[config.mk]
export PLATFORM = sky130hd
export DESIGN_NAME = imm_extender_pipe_flat
export DESIGN_NICKNAME = d
export VERILOG_FILES = /design/src/rtl/imm_ext_pkg.sv /design/src/rtl/imm_extender_pipe_if.sv /design/src/rtl/imm_field_extract.sv /design/src/rtl/imm_extender_pipe.sv /design/src/flat_wrapper.sv
export SDC_FILE = /design/constraint.sdc
export NUM_CORES = 1
export LEC_CHECK = 0
export ABC_AREA = 1
export CAP_MARGIN = 20
export CORE_MARGIN = 1
export CORE_UTILIZATION = 25
export DETAILED_ROUTE_END_ITERATION = 8
export GPL_ROUTABILITY_DRIVEN = 0
export SETUP_SLACK_MARGIN = 0.02
export SYNTH_ARGS = -nofsm -noshare
export SYNTH_HDL_FRONTEND = slang
export SYNTH_HIERARCHICAL = 1
export SYNTH_SLANG_ARGS = --single-unit
[constraint.sdc]
create_clock -name CLK -period 1.91 [get_ports CLK]
set_input_delay 0.573 -clock CLK [delete_from_list [all_inputs] [get_ports CLK]]
set_output_delay 0.573 -clock CLK [all_outputs]
set_load 0.02 [all_outputs]
[src/rtl/imm_ext_pkg.sv]
// Shared definitions for the pipelined immediate extender: Ctrl encodings,
// the stage-1 payload carried between decode and the shift/merge stage.
package imm_ext_pkg;

    localparam logic [2:0] IMM_BRANCH = 3'b000;
    localparam logic [2:0] IMM_ITYPE  = 3'b001;
    localparam logic [2:0] IMM_DTYPE  = 3'b010;
    localparam logic [2:0] IMM_CB     = 3'b011;
    localparam logic [2:0] IMM_MOVZ   = 3'b100;
    localparam logic [2:0] IMM_MOVK   = 3'b101;
    localparam logic [2:0] IMM_MOVN   = 3'b110;

    // field is right-aligned; sign/msb let stage 2 widen it to any DATA_W
    typedef struct packed {
        logic [2:0]  ctrl;
        logic [1:0]  hw;
        logic        err;
        logic        sign;
        logic [4:0]  msb;
        logic [25:0] field;
    } s1_payload_t;

    function automatic logic [5:0] hw_shift(input logic [1:0] hw);
        return {hw, 4'b0000};
    endfunction

endpackage

[src/rtl/imm_extender_pipe_if.sv]
// Decode-side input and ALU-side output handshake of the immediate extender.
interface imm_extender_pipe_if #(
    parameter int DATA_W = 64
);
    logic [25:0]       Imm26;
    logic [2:0]        Ctrl;
    logic [DATA_W-1:0] BusOld;
    logic              InValid;
    logic              InReady;
    logic [DATA_W-1:0] BusImm;
    logic              ImmValid;
    logic              ImmReady;
    logic              ImmErr;

    modport slave (
        input  Imm26, Ctrl, BusOld, InValid, ImmReady,
        output InReady, BusImm, ImmValid, ImmErr
    );

    modport master (
        output Imm26, Ctrl, BusOld, InValid, ImmReady,
        input  InReady, BusImm, ImmValid, ImmErr
    );
endinterface

[src/rtl/imm_field_extract.sv]
// Stage-1 decode: slices the immediate field, picks sign/zero extension and
// flags illegal encodings. Ctrl 110 decodes as MOVN only with IMM_EXT_MOVN_EN.
module imm_field_extract
    import imm_ext_pkg::*;
#(
    parameter int DATA_W = 64
) (
    input  logic [25:0]  imm26,
    input  logic [2:0]   ctrl,
    output s1_payload_t  payload
);

    localparam bit NARROW = (DATA_W == 32);

    logic hw_bad_s;

    // a 32-bit datapath has only two 16-bit lanes
    assign hw_bad_s = NARROW && imm26[22];

    // field slice and extension select per Ctrl encoding
    always_comb begin
        payload      = '0;
        payload.ctrl = ctrl;
        payload.hw   = imm26[22:21];
        case (ctrl)
            IMM_BRANCH: begin
                payload.field = imm26;
                payload.msb   = 5'd25;
                payload.sign  = imm26[25];
            end
            IMM_ITYPE: begin
                payload.field = {14'd0, imm26[21:10]};
                payload.msb   = 5'd11;
                payload.sign  = imm26[21];
            end
            IMM_DTYPE: begin
                payload.field = {17'd0, imm26[20:12]};
                payload.msb   = 5'd8;
                payload.sign  = imm26[20];
            end
            IMM_CB: begin
                payload.field = {7'd0, imm26[23:5]};
                payload.msb   = 5'd18;
                payload.sign  = imm26[23];
            end
            IMM_MOVZ, IMM_MOVK: begin
                payload.field = {10'd0, imm26[20:5]};
                payload.msb   = 5'd15;
                payload.err   = hw_bad_s;
            end
            IMM_MOVN: begin
`ifdef IMM_EXT_MOVN_EN
                payload.field = {10'd0, imm26[20:5]};
                payload.msb   = 5'd15;
                payload.err   = hw_bad_s;
`else
                payload.err   = 1'b1;
`endif
            end
            default: begin
                payload.err   = 1'b1;
            end
        endcase
    end

endmodule

[src/rtl/imm_extender_pipe.sv]
// Two-stage valid/ready immediate extender (decode in S1, shift/merge in S2).
// Optional MOVN support is enabled with IMM_EXT_MOVN_EN.
module imm_extender_pipe
    import imm_ext_pkg::*;
#(
    parameter int DATA_W = 64
) (
    input  logic                 CLK,
    input  logic                 Reset,
    imm_extender_pipe_if.slave   bus
);

    s1_payload_t       dec_s;
    s1_payload_t       s1_pl_r;
    logic              s1_valid_r;
    logic [DATA_W-1:0] s1_old_r;
    logic              s2_valid_r;
    logic [DATA_W-1:0] s2_data_r;
    logic              s2_err_r;
    logic              s2_adv_s;
    logic              s1_adv_s;
    logic              in_ready_s;
    logic              accept_s;
    logic [DATA_W-1:0] result_s;

    imm_field_extract #(
        .DATA_W (DATA_W)
    ) u_extract (
        .imm26   (bus.Imm26),
        .ctrl    (bus.Ctrl),
        .payload (dec_s)
    );

    // widen the decoded field, then place/merge the 16-bit lane for MOV*
    function automatic logic [DATA_W-1:0] shift_merge(
        input s1_payload_t       p,
        input logic [DATA_W-1:0] old
    );
        logic [DATA_W-1:0] ext;
        logic [DATA_W-1:0] lane;
        logic [DATA_W-1:0] mask;
        logic [DATA_W-1:0] res;
        logic [5:0]        sh;
        sh   = hw_shift(p.hw);
        ext  = {{(DATA_W-26){1'b0}}, p.field}
             | (p.sign ? ({DATA_W{1'b1}} << p.msb) : {DATA_W{1'b0}});
        lane = ext << sh;
        mask = {{(DATA_W-16){1'b0}}, 16'hFFFF} << sh;
        case (p.ctrl)
            IMM_MOVZ: res = lane;
            IMM_MOVK: res = (old & ~mask) | lane;
            IMM_MOVN: res = ~lane;
            default:  res = ext;
        endcase
        return p.err ? {DATA_W{1'b0}} : res;
    endfunction

    assign s2_adv_s   = bus.ImmReady || !s2_valid_r;
    assign s1_adv_s   = s1_valid_r && s2_adv_s;
    assign in_ready_s = !s1_valid_r || s1_adv_s;
    assign accept_s   = bus.InValid && in_ready_s;
    assign result_s   = shift_merge(s1_pl_r, s1_old_r);

    // pipeline registers; S2 only moves when drained or empty, so outputs hold under stall
    always_ff @(posedge CLK) begin
        if (Reset) begin
            s1_valid_r <= 1'b0;
            s1_pl_r    <= '0;
            s1_old_r   <= '0;
            s2_valid_r <= 1'b0;
            s2_data_r  <= '0;
            s2_err_r   <= 1'b0;
        end else begin
            if (accept_s) begin
                s1_valid_r <= 1'b1;
                s1_pl_r    <= dec_s;
                s1_old_r   <= bus.BusOld;
            end else if (s1_adv_s) begin
                s1_valid_r <= 1'b0;
            end
            if (s2_adv_s) begin
                s2_valid_r <= s1_valid_r;
                if (s1_valid_r) begin
                    s2_data_r <= result_s;
                    s2_err_r  <= s1_pl_r.err;
                end
            end
        end
    end

    assign bus.InReady  = in_ready_s;
    assign bus.BusImm   = s2_data_r;
    assign bus.ImmValid = s2_valid_r;
    assign bus.ImmErr   = s2_err_r;

endmodule

[src/flat_wrapper.sv]
// flat-port wrapper written by rule: the top's interface ports become plain ports
module imm_extender_pipe_flat import imm_ext_pkg::*;
#(
    parameter int DATA_W = 64
)
  (CLK, Reset, bus_Imm26, bus_Ctrl, bus_BusOld, bus_InValid, bus_ImmReady, bus_InReady, bus_BusImm, bus_ImmValid, bus_ImmErr);
  imm_extender_pipe_if #(.DATA_W(DATA_W)) bus_i ();
  input  logic CLK;
  input  logic Reset;
  input wire logic [$bits(bus_i.Imm26)-1:0] bus_Imm26;
  input wire logic [$bits(bus_i.Ctrl)-1:0] bus_Ctrl;
  input wire logic [$bits(bus_i.BusOld)-1:0] bus_BusOld;
  input wire logic [$bits(bus_i.InValid)-1:0] bus_InValid;
  input wire logic [$bits(bus_i.ImmReady)-1:0] bus_ImmReady;
  output wire logic [$bits(bus_i.InReady)-1:0] bus_InReady;
  output wire logic [$bits(bus_i.BusImm)-1:0] bus_BusImm;
  output wire logic [$bits(bus_i.ImmValid)-1:0] bus_ImmValid;
  output wire logic [$bits(bus_i.ImmErr)-1:0] bus_ImmErr;
  assign bus_i.Imm26 = bus_Imm26;
  assign bus_i.Ctrl = bus_Ctrl;
  assign bus_i.BusOld = bus_BusOld;
  assign bus_i.InValid = bus_InValid;
  assign bus_i.ImmReady = bus_ImmReady;
  assign bus_InReady = bus_i.InReady;
  assign bus_BusImm = bus_i.BusImm;
  assign bus_ImmValid = bus_i.ImmValid;
  assign bus_ImmErr = bus_i.ImmErr;
  imm_extender_pipe #(.DATA_W(DATA_W)) u_core (.CLK(CLK), .Reset(Reset), .bus(bus_i));
endmodule
==> summary.md, run 1 <==
| Metric | Value |
|---|---|
| Status | finished clean |
| Non-Filler Instances | 2293 |
| Mapped Avg Cell Area | 6.243 um^2 |
| # nets final | 1859 |
| Register bit total from synthesis | 169 |
| Syn-to-layout area delta | 33.90% |
| Yosys Warn Count | 6 |
| Cell area after layout | 0.01332 mm^2 |
| Unrepaired setup endpoints after global routing | true |
| Placement Rows | 72 |
| Clock root cell | clkbuf_16 |
| Gr usage total | 0.1794 |
| Synth top area cells | dfxtp_1 34%, nand2_1 20%, nand3_1 6.9%, a21oi_1 6.2%, a211oi_1 5.5% |
| TritonCTS clock tree | yes |
| Min cycle time layout | 1851 ps |
| Initial Util | 0.2555 |
| Reg2Reg Depth | 11 |
| Wirelength, routed | 36.64 mm |
| FF+latch area | 0.003396 mm^2 |
| Num CTS Buffers | 17 |
| Critical Path Start | bus_ImmReady |
| Max_cap viols | 0 |
| Area leader, netlist | dfxtp_1 |
| Setup TNS | 0 ps |
| Htree depth | 4 |
| Worst-path clk slew | 60 ps |
| Share of layout cells above drive strength 1 | 0.1290 |
| Peak Freq | 0.5402 GHz |
| Clk_lat worst skew | 440 ps |
| Longest Clk Path Bufs | 2 |
| Final period util | 0.9692 |
| Worst Setup End Kind | output port |
| Inst Count DP | 2259 |
| Slew Limit Fails | 0 |
| Worst Path Max Fanout | 2 |
| Startpoint types | primary input |
| HP Class | flip-flop to flip-flop |
| Antenna cells | 0 |
| Wire length on met1 | 17.39 mm |
| Sequential-to-total area share from yosys stat | 0.3402 |
| Grt ovf | 0 |
| Synth top area share | 0.3402 |
| Io pins | 164 |
| Worst-Margin Slew | 530.6 ps |
| Die area | 0.04058 mm^2 |
| # hold bufs at CTS | 0 |
| Vias in the first global route | 10270 |
| RR Startpoint | u_core/s1_pl_r[31] |
| First DRT Iteration DRCs | 1131 |
| Final hold violations | 0 |
| Chip Height | 201.4 um |
| Reg2reg setup slack | 80 ps |
| RR Endpoint | u_core/bus.BusImm[58] |
| First-pass GRT wire length | 57.64 mm |
| Detail-routed net length per standard cell | 15.98 um |
| First drt pass iteration count | 6 |
| Routed met3 length | 2.651 mm |
| # port buffers | 163 |
| Worst path required time | 1340 ps |
| Leak Pwr | 5.707 nW |
| Highest metal used | met4 |
| Syn Nets | 1690 |
| Core ar. | 0.03892 mm^2 |
| Placed Area | 0.01266 mm^2 |
| HPWL Detailed | 27.89 mm |
| Worst hold start | u_core/s1_old_r[1] |
| Met2 wire len | 15.42 mm |
| Area of the multi-input gates | 0.005712 mm^2 |
| Kind of critical path | primary input to output port |
| Fill cells | 4285 |
| Hold_ws | 460.8 ps |
| Distinct cell type count after synthesis | 37 |
| Worst setup path endpoint | bus_InReady |
| Clock net sink count | 169 |
| Slew headroom | 0.6463 |
| # DRC | 0 |
| Post-route antenna net violation count | 0 |
| Pwr dens | 748.4 mW/mm^2 |
| Maximum vdd drop | 0.4489 mV |
| Via density | 4.841 |
| Die width | 201.4 um |
| Syn Std Cell Area | 0.009945 mm^2 |
| Initial antenna violation count | 0 |
| Vias | 11100 |
| Final Util | 0.3421 |
| Gate Count Post-Synth | 1593 |
| Crit path DAT | 1280 ps |
| Largest net degree at the start of global routing | 70 |
| Final setup fails | 0 |
| Max Clock Skew | 17.42 ps |
## cells in the mapped netlist, drive strengths merged
master and instances:
a211oi 73, nand2 545, dfxtp 169, o211ai 15, buf 52, o21ai 73, clkinv 1, nand3b 2
o2111ai 12, nand4 27, a21oi 126, a31oi 1, a21boi 1, nor2 157, inv 123, or2 1
clkbuf 64, nor3 1, nand3 149, and3 1
## worst max-delay path, cell delays in order
cell             delay, ps
clkdlybuf4s50_1        480
inv_2                   40
nand3_2                 60
buf_6                  120
## worst min path at each step
stage | endpoint | slack (ps) | depth (start not counted)
6_report | u_core/s1_old_r[1] | 460 | 2
4_1_cts | u_core/bus.BusImm[21] | 460 | 2
3_5_place_dp | u_core/s1_old_r[1] | 450 | 2
5_1_grt | u_core/bus.BusImm[17] | 480 | 2
3_3_place_gp | u_core/s1_old_r[39] | 450 | 2
2_1_floorplan | u_core/s1_old_r[0] | 430 | 2
## layer usage
| layer | track usage | up-vias |
|---|---|---|
| li1 | - | 5557 |
| met1 | 0.2553 | 5050 |
| met2 | 0.2632 | 435 |
| met3 | 0.03580 | 59 |
| met4 | 0.06981 | 0 |
| met5 | 0 | - |
## cells in the final DEF (no fill, tap or decap), types with 3 or more instances in the layout
cell             instances
nand2_1                526
dfxtp_1                163
nor2_1                 137
nand3_1                125
a21oi_1                119
inv_1                  109
clkdlybuf4s50_1         95
buf_4                   85
a211oi_1                73
dlygate4sd2_1           66
o21ai_0                 60
nand4_1                 27
nand3_2                 24
buf_12                  18
clkbuf_16               17
nand2_2                 15
o211ai_1                15
inv_2                   12
o2111ai_1               12
o21ai_1                 11
nor2_2                  10
nor2_4                   8
a21oi_2                  6
clkinv_2                 4
clkinvlp_4               4
nand2_4                  4
dfxtp_2                  4
clkinv_4                 3
## metrics by stage
stage                     setup slack, ps  power, mW
after floorplan                     51.05      5.558
after global placement             -486.9      6.719
after detailed placement           -435.8      6.760
after CTS                           21.26      9.949
after global routing               -8.663      10.49
final                               58.86      9.965
## where the power goes
group / switching (mW) / internal (mW)
clock network: 1.53 / 1.71
logic: 1.76 / 1.08
registers: 0.123 / 3.76
## cells by family (layout without fill, tap and decap cells)
| kind of cell | after synthesis | count (layout) | synth area share |
|---|---|---|---|
| AO/OA/AOI/OAI | 301 | 301 | 0.1804 |
| AND/OR/NAND/NOR | 883 | 883 | 0.3758 |
| buffers and inverters | 240 | 422 | 0.1035 |
| flip-flops | 169 | 169 | 0.3402 |
## sequential cells by signal, indices dropped and copies added, names as in the netlist
register / flops
u_core/s1_pl_r: 38
u_core/bus.ImmValid: 1
u_core/s1_valid_r: 1
u_core/bus.BusImm: 64
u_core/bus.ImmErr: 1
u_core/s1_old_r: 64
## layout make-up
cell class,count,share of cell area
multi-input cells,1184,0.4290
flip-flops and latches,169,0.2550
repair buffers,266,0.1915
well taps,518,0.04867
inverters,124,0.03533
clock buffers,19,0.03326
clock inverters,13,0.007235
## what timing repair did
action                     in CTS  in global routing
setup buffers                   0                  2
resized for setup              75                 60
pin swaps                       0                  3
setup endpoints to repair      76                 58
Note: power is estimated with default switching activity, not from simulation.
==> run 2: changes to the inputs <==
--- a/config.mk
+++ b/config.mk
@@ -7,10 +7,13 @@
 export LEC_CHECK = 0
 export ABC_AREA = 1
 export CAP_MARGIN = 20
+export CELL_PAD_IN_SITES_DETAIL_PLACEMENT = 0
+export CELL_PAD_IN_SITES_GLOBAL_PLACEMENT = 1
 export CORE_MARGIN = 1
 export CORE_UTILIZATION = 25
 export DETAILED_ROUTE_END_ITERATION = 8
 export GPL_ROUTABILITY_DRIVEN = 0
+export PLACE_DENSITY_LB_ADDON = 0.1
 export SETUP_SLACK_MARGIN = 0.02
 export SYNTH_ARGS = -nofsm -noshare
 export SYNTH_HDL_FRONTEND = slang
==> run 2 against run 1 <==
  * Clock skew shrank 4.2 ps
  * Combinational power rose by 9.1%
  * Cell count rose by 2.8%
  * Wire length is 14% higher
  * First-iteration DRC count shrank 35%
  * Highest routed layer unchanged
  * Critical path type is now flip-flop to output port
  * Largest power group unchanged
  * Hold slack better by 2.1 ps
  * Die area is the same
==> summary.md, run 2 (synthesis gave the netlist of run 1 again) <==
| Metric | Value |
|---|---|
| Share of layout cells above drive strength 1 | 0.1679 |
| Final period util | 0.9664 |
| Syn-to-layout area delta | 41.18% |
| Inst Count DP | 2316 |
| Slew headroom | 0.7129 |
| Non-Filler Instances | 2358 |
| Clock root cell | clkbuf_16 |
| Leak Pwr | 6.091 nW |
| Worst-path clk slew | 80 ps |
| Antenna cells | 0 |
| Num CTS Buffers | 17 |
| Largest net degree at the start of global routing | 54 |
| Tot Pwr | 10.46 mW |
| Critical Path Start | u_core/bus.BusImm[17] |
| Pwr dens | 745.0 mW/mm^2 |
| RR Endpoint | u_core/bus.BusImm[37] |
| Crit path depth | 1 |
| Crit-path cells | clkdlybuf4s15_1 |
| Worst path required time | 1340 ps |
| Vias | 11030 |
| Max Clock Skew | 13.17 ps |
| CP bufs+invs | 1 |
| Maximum vdd drop | 0.5309 mV |
| Gr usage total | 0.2068 |
| HPWL Detailed | 31.37 mm |
| Placement Rows | 72 |
| Peak Freq | 0.5418 GHz |
| Initial Util | 0.2555 |
| Reg2reg setup slack | 100 ps |
| Worst hold start | u_core/bus.BusImm[37] |
| Post-place setup slack | -460.2 ps |
| # hold bufs at CTS | 0 |
| Initial antenna violation count | 0 |
| Final Util | 0.3608 |
| Worst Setup End Kind | output port |
| Slowest stage delay, CP | 450 ps |
| Clk_lat worst skew | 450 ps |
| First drt pass iteration count | 5 |
| Worst Path Max Fanout | 2 |
| Detail-routed net length per standard cell | 17.76 um |
| # DRC | 0 |
| Crit path DAT | 1270 ps |
| Worst-Margin Slew | 430.7 ps |
| Setup WS post-layout | 64.25 ps |
| Core ar. | 0.03892 mm^2 |
| Worst setup path endpoint | bus_BusImm[17] |
| Fill cells | 4290 |
| Reg2Reg Depth | 12 |
| RR Startpoint | u_core/s1_pl_r[33] |
| TritonCTS clock tree | yes |
| Io pins | 164 |
| CP max-delay cell | dfxtp_1 |
| Startpoint types | flip-flop |
| First DRT Iteration DRCs | 733 |
| FF+latch area | 0.003400 mm^2 |
| Unrepaired setup endpoints after global routing | true |
| Hold_ws | 462.9 ps |
| Chip Height | 201.4 um |
| Wirelength, routed | 41.87 mm |
| First-pass GRT wire length | 64.29 mm |
| Min cycle time layout | 1846 ps |
| HP Class | flip-flop to flip-flop |
| Clock net sink count | 169 |
| Post-route antenna net violation count | 0 |
| Status | finished clean |
| # port buffers | 163 |
| Max_cap viols | 0 |
| Die area | 0.04058 mm^2 |
| Via density | 4.676 |
| Most frequent cells in the layout | 519 x nand2_1, 162 x dfxtp_1, 139 x buf_4 |
| Top delay family on crit path | flip-flops |
| Grt ovf | 0 |
| Vias in the first global route | 10670 |
| # nets final | 1924 |
| Kind of critical path | flip-flop to output port |
| Longest Clk Path Bufs | 2 |
| Final hold violations | 0 |
| Slew Limit Fails | 0 |
| Area of the multi-input gates | 0.005776 mm^2 |
| Die width | 201.4 um |
| Final setup fails | 0 |
| Htree depth | 4 |
| Most common cell after layout, fill and taps aside | nand2_1 |
[run 2: cell count changes in the layout (fill, tap and decap cells not counted), sizes merged]
cell,delta
inv,+4
clkdlybuf4s15,+1
clkinvlp,-1
bufinv,+1
buf,+62
dlygate4sd2,-1
clkdlybuf4s50,-1
clkbuf,+2
dlymetal6s2s,+1
clkinv,-3
[run 2: worst min-delay path by stage]
stage | to | cells after the start
3_3_place_gp | u_core/s1_old_r[41] | 2
3_5_place_dp | u_core/s1_old_r[41] | 2
6_report | u_core/bus.BusImm[37] | 2
2_1_floorplan | u_core/s1_old_r[0] | 2
5_1_grt | u_core/s1_old_r[52] | 2
4_1_cts | u_core/bus.BusImm[43] | 2
[run 2: layout make-up]
type / instances / share of cell area
Tap cell: 518 / 0.04616
Sequential cell: 169 / 0.2421
Timing Repair Buffer: 331 / 0.2263
Multi-Input combinational cell: 1184 / 0.4114
Clock buffer: 18 / 0.03057
Clock inverter: 14 / 0.009981
Inverter: 124 / 0.03351
[run 2: routing by layer]
layer / global-route usage / vias up / routed length, um
li1: - / 5700 / -
met1: 0.3039 / 5051 / 21640
met2: 0.3122 / 242 / 17920
met3: 0.02818 / 33 / 1633
met4: 0.05655 / 0 / 681
met5: 0 / - / 0
[run 2: power by group]
group | leakage [nW] | total [mW] | internal [mW] | switching [mW]
sequential | 1.39 | 3.89 | 3.75 | 0.132
combinational | 4.43 | 3.11 | 1.23 | 1.87
clock | 0.269 | 3.47 | 1.83 | 1.64
[run 2: per-stage QoR]
stage	setup TNS, ps	cell area (um^2)
finish	0	14040
global route	0	14040
CTS	0	13690
detailed placement	-37840	13160
global placement	-36280	13160
floorplan	0	9945
[run 2: timing repair]
action	in CTS	in global routing
gates cloned	0	3
hold endpoints to repair	0	0
buffers inserted	1	6
gates resized for setup	84	76
setup endpoints to repair	90	56
pin swaps	1	6
==> run 3: changes to the inputs <==
==> constraint.sdc (replaced) <==
create_clock -name CLK -period 1.91 [get_ports CLK]
set_input_delay 0.4775 -clock CLK [delete_from_list [all_inputs] [get_ports CLK]]
set_output_delay 0.4775 -clock CLK [all_outputs]
set_load 0.02 [all_outputs]
==> run 3 against run 2 <==
  * Combinational power up 2%
  * Final area rose by 1.3%
  * Critical path depth rose by 8
  * Fmax increased by 0.13%
  * Count of clock-buffer cells in the layout rose by 2
  * Setup slack gained 2.4 ps
  * Total power rose by 2.3%
  * Sequential cell count unchanged
  * Hold slack worse by 16 ps
  * Cell count decreased by 0.17%
==> summary.md, run 3 (synthesis gave the netlist of run 1 again) <==
| Metric | Value |
|---|---|
| Status | finished clean |
| Peak Freq | 0.5425 GHz |
| Wirelength, routed | 40.75 mm |
| Htree depth | 4 |
| Max_cap viols | 0 |
| Gr usage total | 0.2016 |
| Clock root cell | clkbuf_16 |
| Worst path required time | 2240 ps |
| Max Clock Skew | 6.701 ps |
| Fill cells | 4271 |
| Initial antenna violation count | 0 |
| # hold bufs at CTS | 0 |
| Slowest stage delay, CP | 370 ps |
| Most common cell after layout, fill and taps aside | nand2_1 |
| Die area | 0.04058 mm^2 |
| Final setup fails | 0 |
| Worst-path clk slew | 70 ps |
| Worst Path Max Fanout | 5 |
| Final Util | 0.3653 |
| Via density | 4.690 |
| CP bufs+invs | 2 |
| RR Endpoint | u_core/bus.BusImm[29] |
| Longest Clk Path Bufs | 2 |
| Kind of critical path | flip-flop to flip-flop |
| Clock net sink count | 169 |
| Maximum vdd drop | 0.6036 mV |
| # port buffers | 163 |
| HP Class | primary input to flip-flop |
| Most used cell, CP | nand2_1 |
| Largest net degree at the start of global routing | 63 |
| Final hold violations | 0 |
| Worst Setup End Kind | flip-flop |
| Reg2Reg Depth | 9 |
| Critical Path Start | u_core/s1_pl_r[30] |
| Slew headroom | 0.6552 |
| Num CTS Buffers | 17 |
| # nets final | 1920 |
| First drt pass iteration count | 6 |
| TritonCTS clock tree | yes |
| HPWL Detailed | 31.15 mm |
| Pwr dens | 752.5 mW/mm^2 |
| Placement Rows | 72 |
| Leak Pwr | 6.208 nW |
| Setup TNS | 0 ps |
| Worst-Margin Slew | 516.6 ps |
| Die width | 201.4 um |
| CP max-delay cell | dfxtp_4 |
| Clk_lat worst skew | 450 ps |
| Reg2reg setup slack | 70 ps |
| Top delay family on crit path | compound AO/OA/AOI/OAI gates |
| Min cycle time layout | 1843 ps |
| Chip Height | 201.4 um |
| Crit path DAT | 2170 ps |
| Crit path depth | 9 |
| Slew Limit Fails | 0 |
| Worst setup path endpoint | u_core/bus.BusImm[29] |
| Startpoint types | flip-flop |
| Antenna cells | 0 |
| Detail-routed net length per standard cell | 17.31 um |
| Post-route antenna net violation count | 0 |
| Io pins | 164 |
| Grt ovf | 0 |
| RR Startpoint | u_core/s1_pl_r[30] |
| Unrepaired setup endpoints after global routing | true |
| First-pass GRT wire length | 62.90 mm |
| Final period util | 0.9651 |
| Syn-to-layout area delta | 42.97% |
| Area of the multi-input gates | 0.005946 mm^2 |
| FF+latch area | 0.003400 mm^2 |
| Vias | 11040 |
| Cell area after layout | 0.01422 mm^2 |
| First DRT Iteration DRCs | 769 |
| Crit-path cells | buf_8 -> nand2_4 -> buf_4 -> o211ai_1 -> nand2_1 -> nand2_1 -> a21boi_0 -> o21ai_2 -> a21oi_1 |
| Core ar. | 0.03892 mm^2 |
| Most frequent cells in the layout | 496 x nand2_1, 162 x dfxtp_1, 135 x buf_4 |
| Vias in the first global route | 10550 |
| # DRC | 0 |
| Placed Area | 0.01316 mm^2 |
| Share of layout cells above drive strength 1 | 0.1868 |
| Initial Util | 0.2555 |
==> run 3: cell count changes in the layout (fill, tap and decap cells not counted), sizes merged, moves of 2 or more <==
cell | previous run | this run
dlygate4sd2 | 65 | 60
bufinv | 1 | 3
buf | 167 | 165
inv | 129 | 124
dlymetal6s2s | 1 | 6
==> run 3: per-layer routing <==
metal	global-route usage	routed length (um)	vias up
li1	-	-	5685
met1	0.2932	21290	5097
met2	0.3025	17330	227
met3	0.03094	1394	32
met4	0.06142	744	0
met5	0	0	-
==> run 3: repair_timing <==
item,4_1_cts,5_1_grt
pin swaps,0,30
setup endpoints to repair,85,64
endpoints found under the hold margin,0,0
buffers inserted,0,6
gates resized for setup,74,140
==> run 3: worst min-delay path by stage <==
stage | startpoint | endpoint | depth (start not counted)
after floorplan | u_core/s1_old_r[0] | u_core/s1_old_r[0] | 2
after global routing | Reset | u_core/bus.BusImm[14] | 2
after CTS | Reset | u_core/bus.BusImm[10] | 2
after global placement | u_core/bus.BusImm[46] | u_core/bus.BusImm[46] | 2
after detailed placement | u_core/bus.BusImm[5] | u_core/bus.BusImm[5] | 2
final | Reset | u_core/bus.BusImm[15] | 2
==> run 3: area by class of cell <==
type,instances,share of cell area
multi-input combinational,1184,0.4182
sequential,169,0.2391
timing repair buffer,327,0.2202
tap,518,0.04559
inverter,124,0.03379
clock buffer,20,0.03283
clock inverter,12,0.01030
==> run 3: worst register-to-register path, delay by kind of cell, from the launching register on <==
family	cells	cell delay (ps)
AND/OR/NAND/NOR	3	310
flip-flops	1	370
AO/OA/AOI/OAI	4	750
buffers and inverters	2	280
==> run 3: through the flow <==
stage                     cells  worst slack (ps)  total power [mW]  hold WS, ps
after floorplan            1593             146.6             5.558        434.5
after global placement     2318            -253.6             6.994        457.1
after detailed placement   2318            -249.3             7.008        458.0
after CTS                  2350             15.05             10.66        427.8
after global routing       2354            -18.15             11.30        448.1
final                      2354             66.65             10.70        447.3
==> run 3: report_power, final <==
part	switching (mW)	total [mW]	internal, mW
Sequential	0.127	3.88	3.76
Combinational	1.90	3.17	1.27
Clock	1.50	3.65	2.15
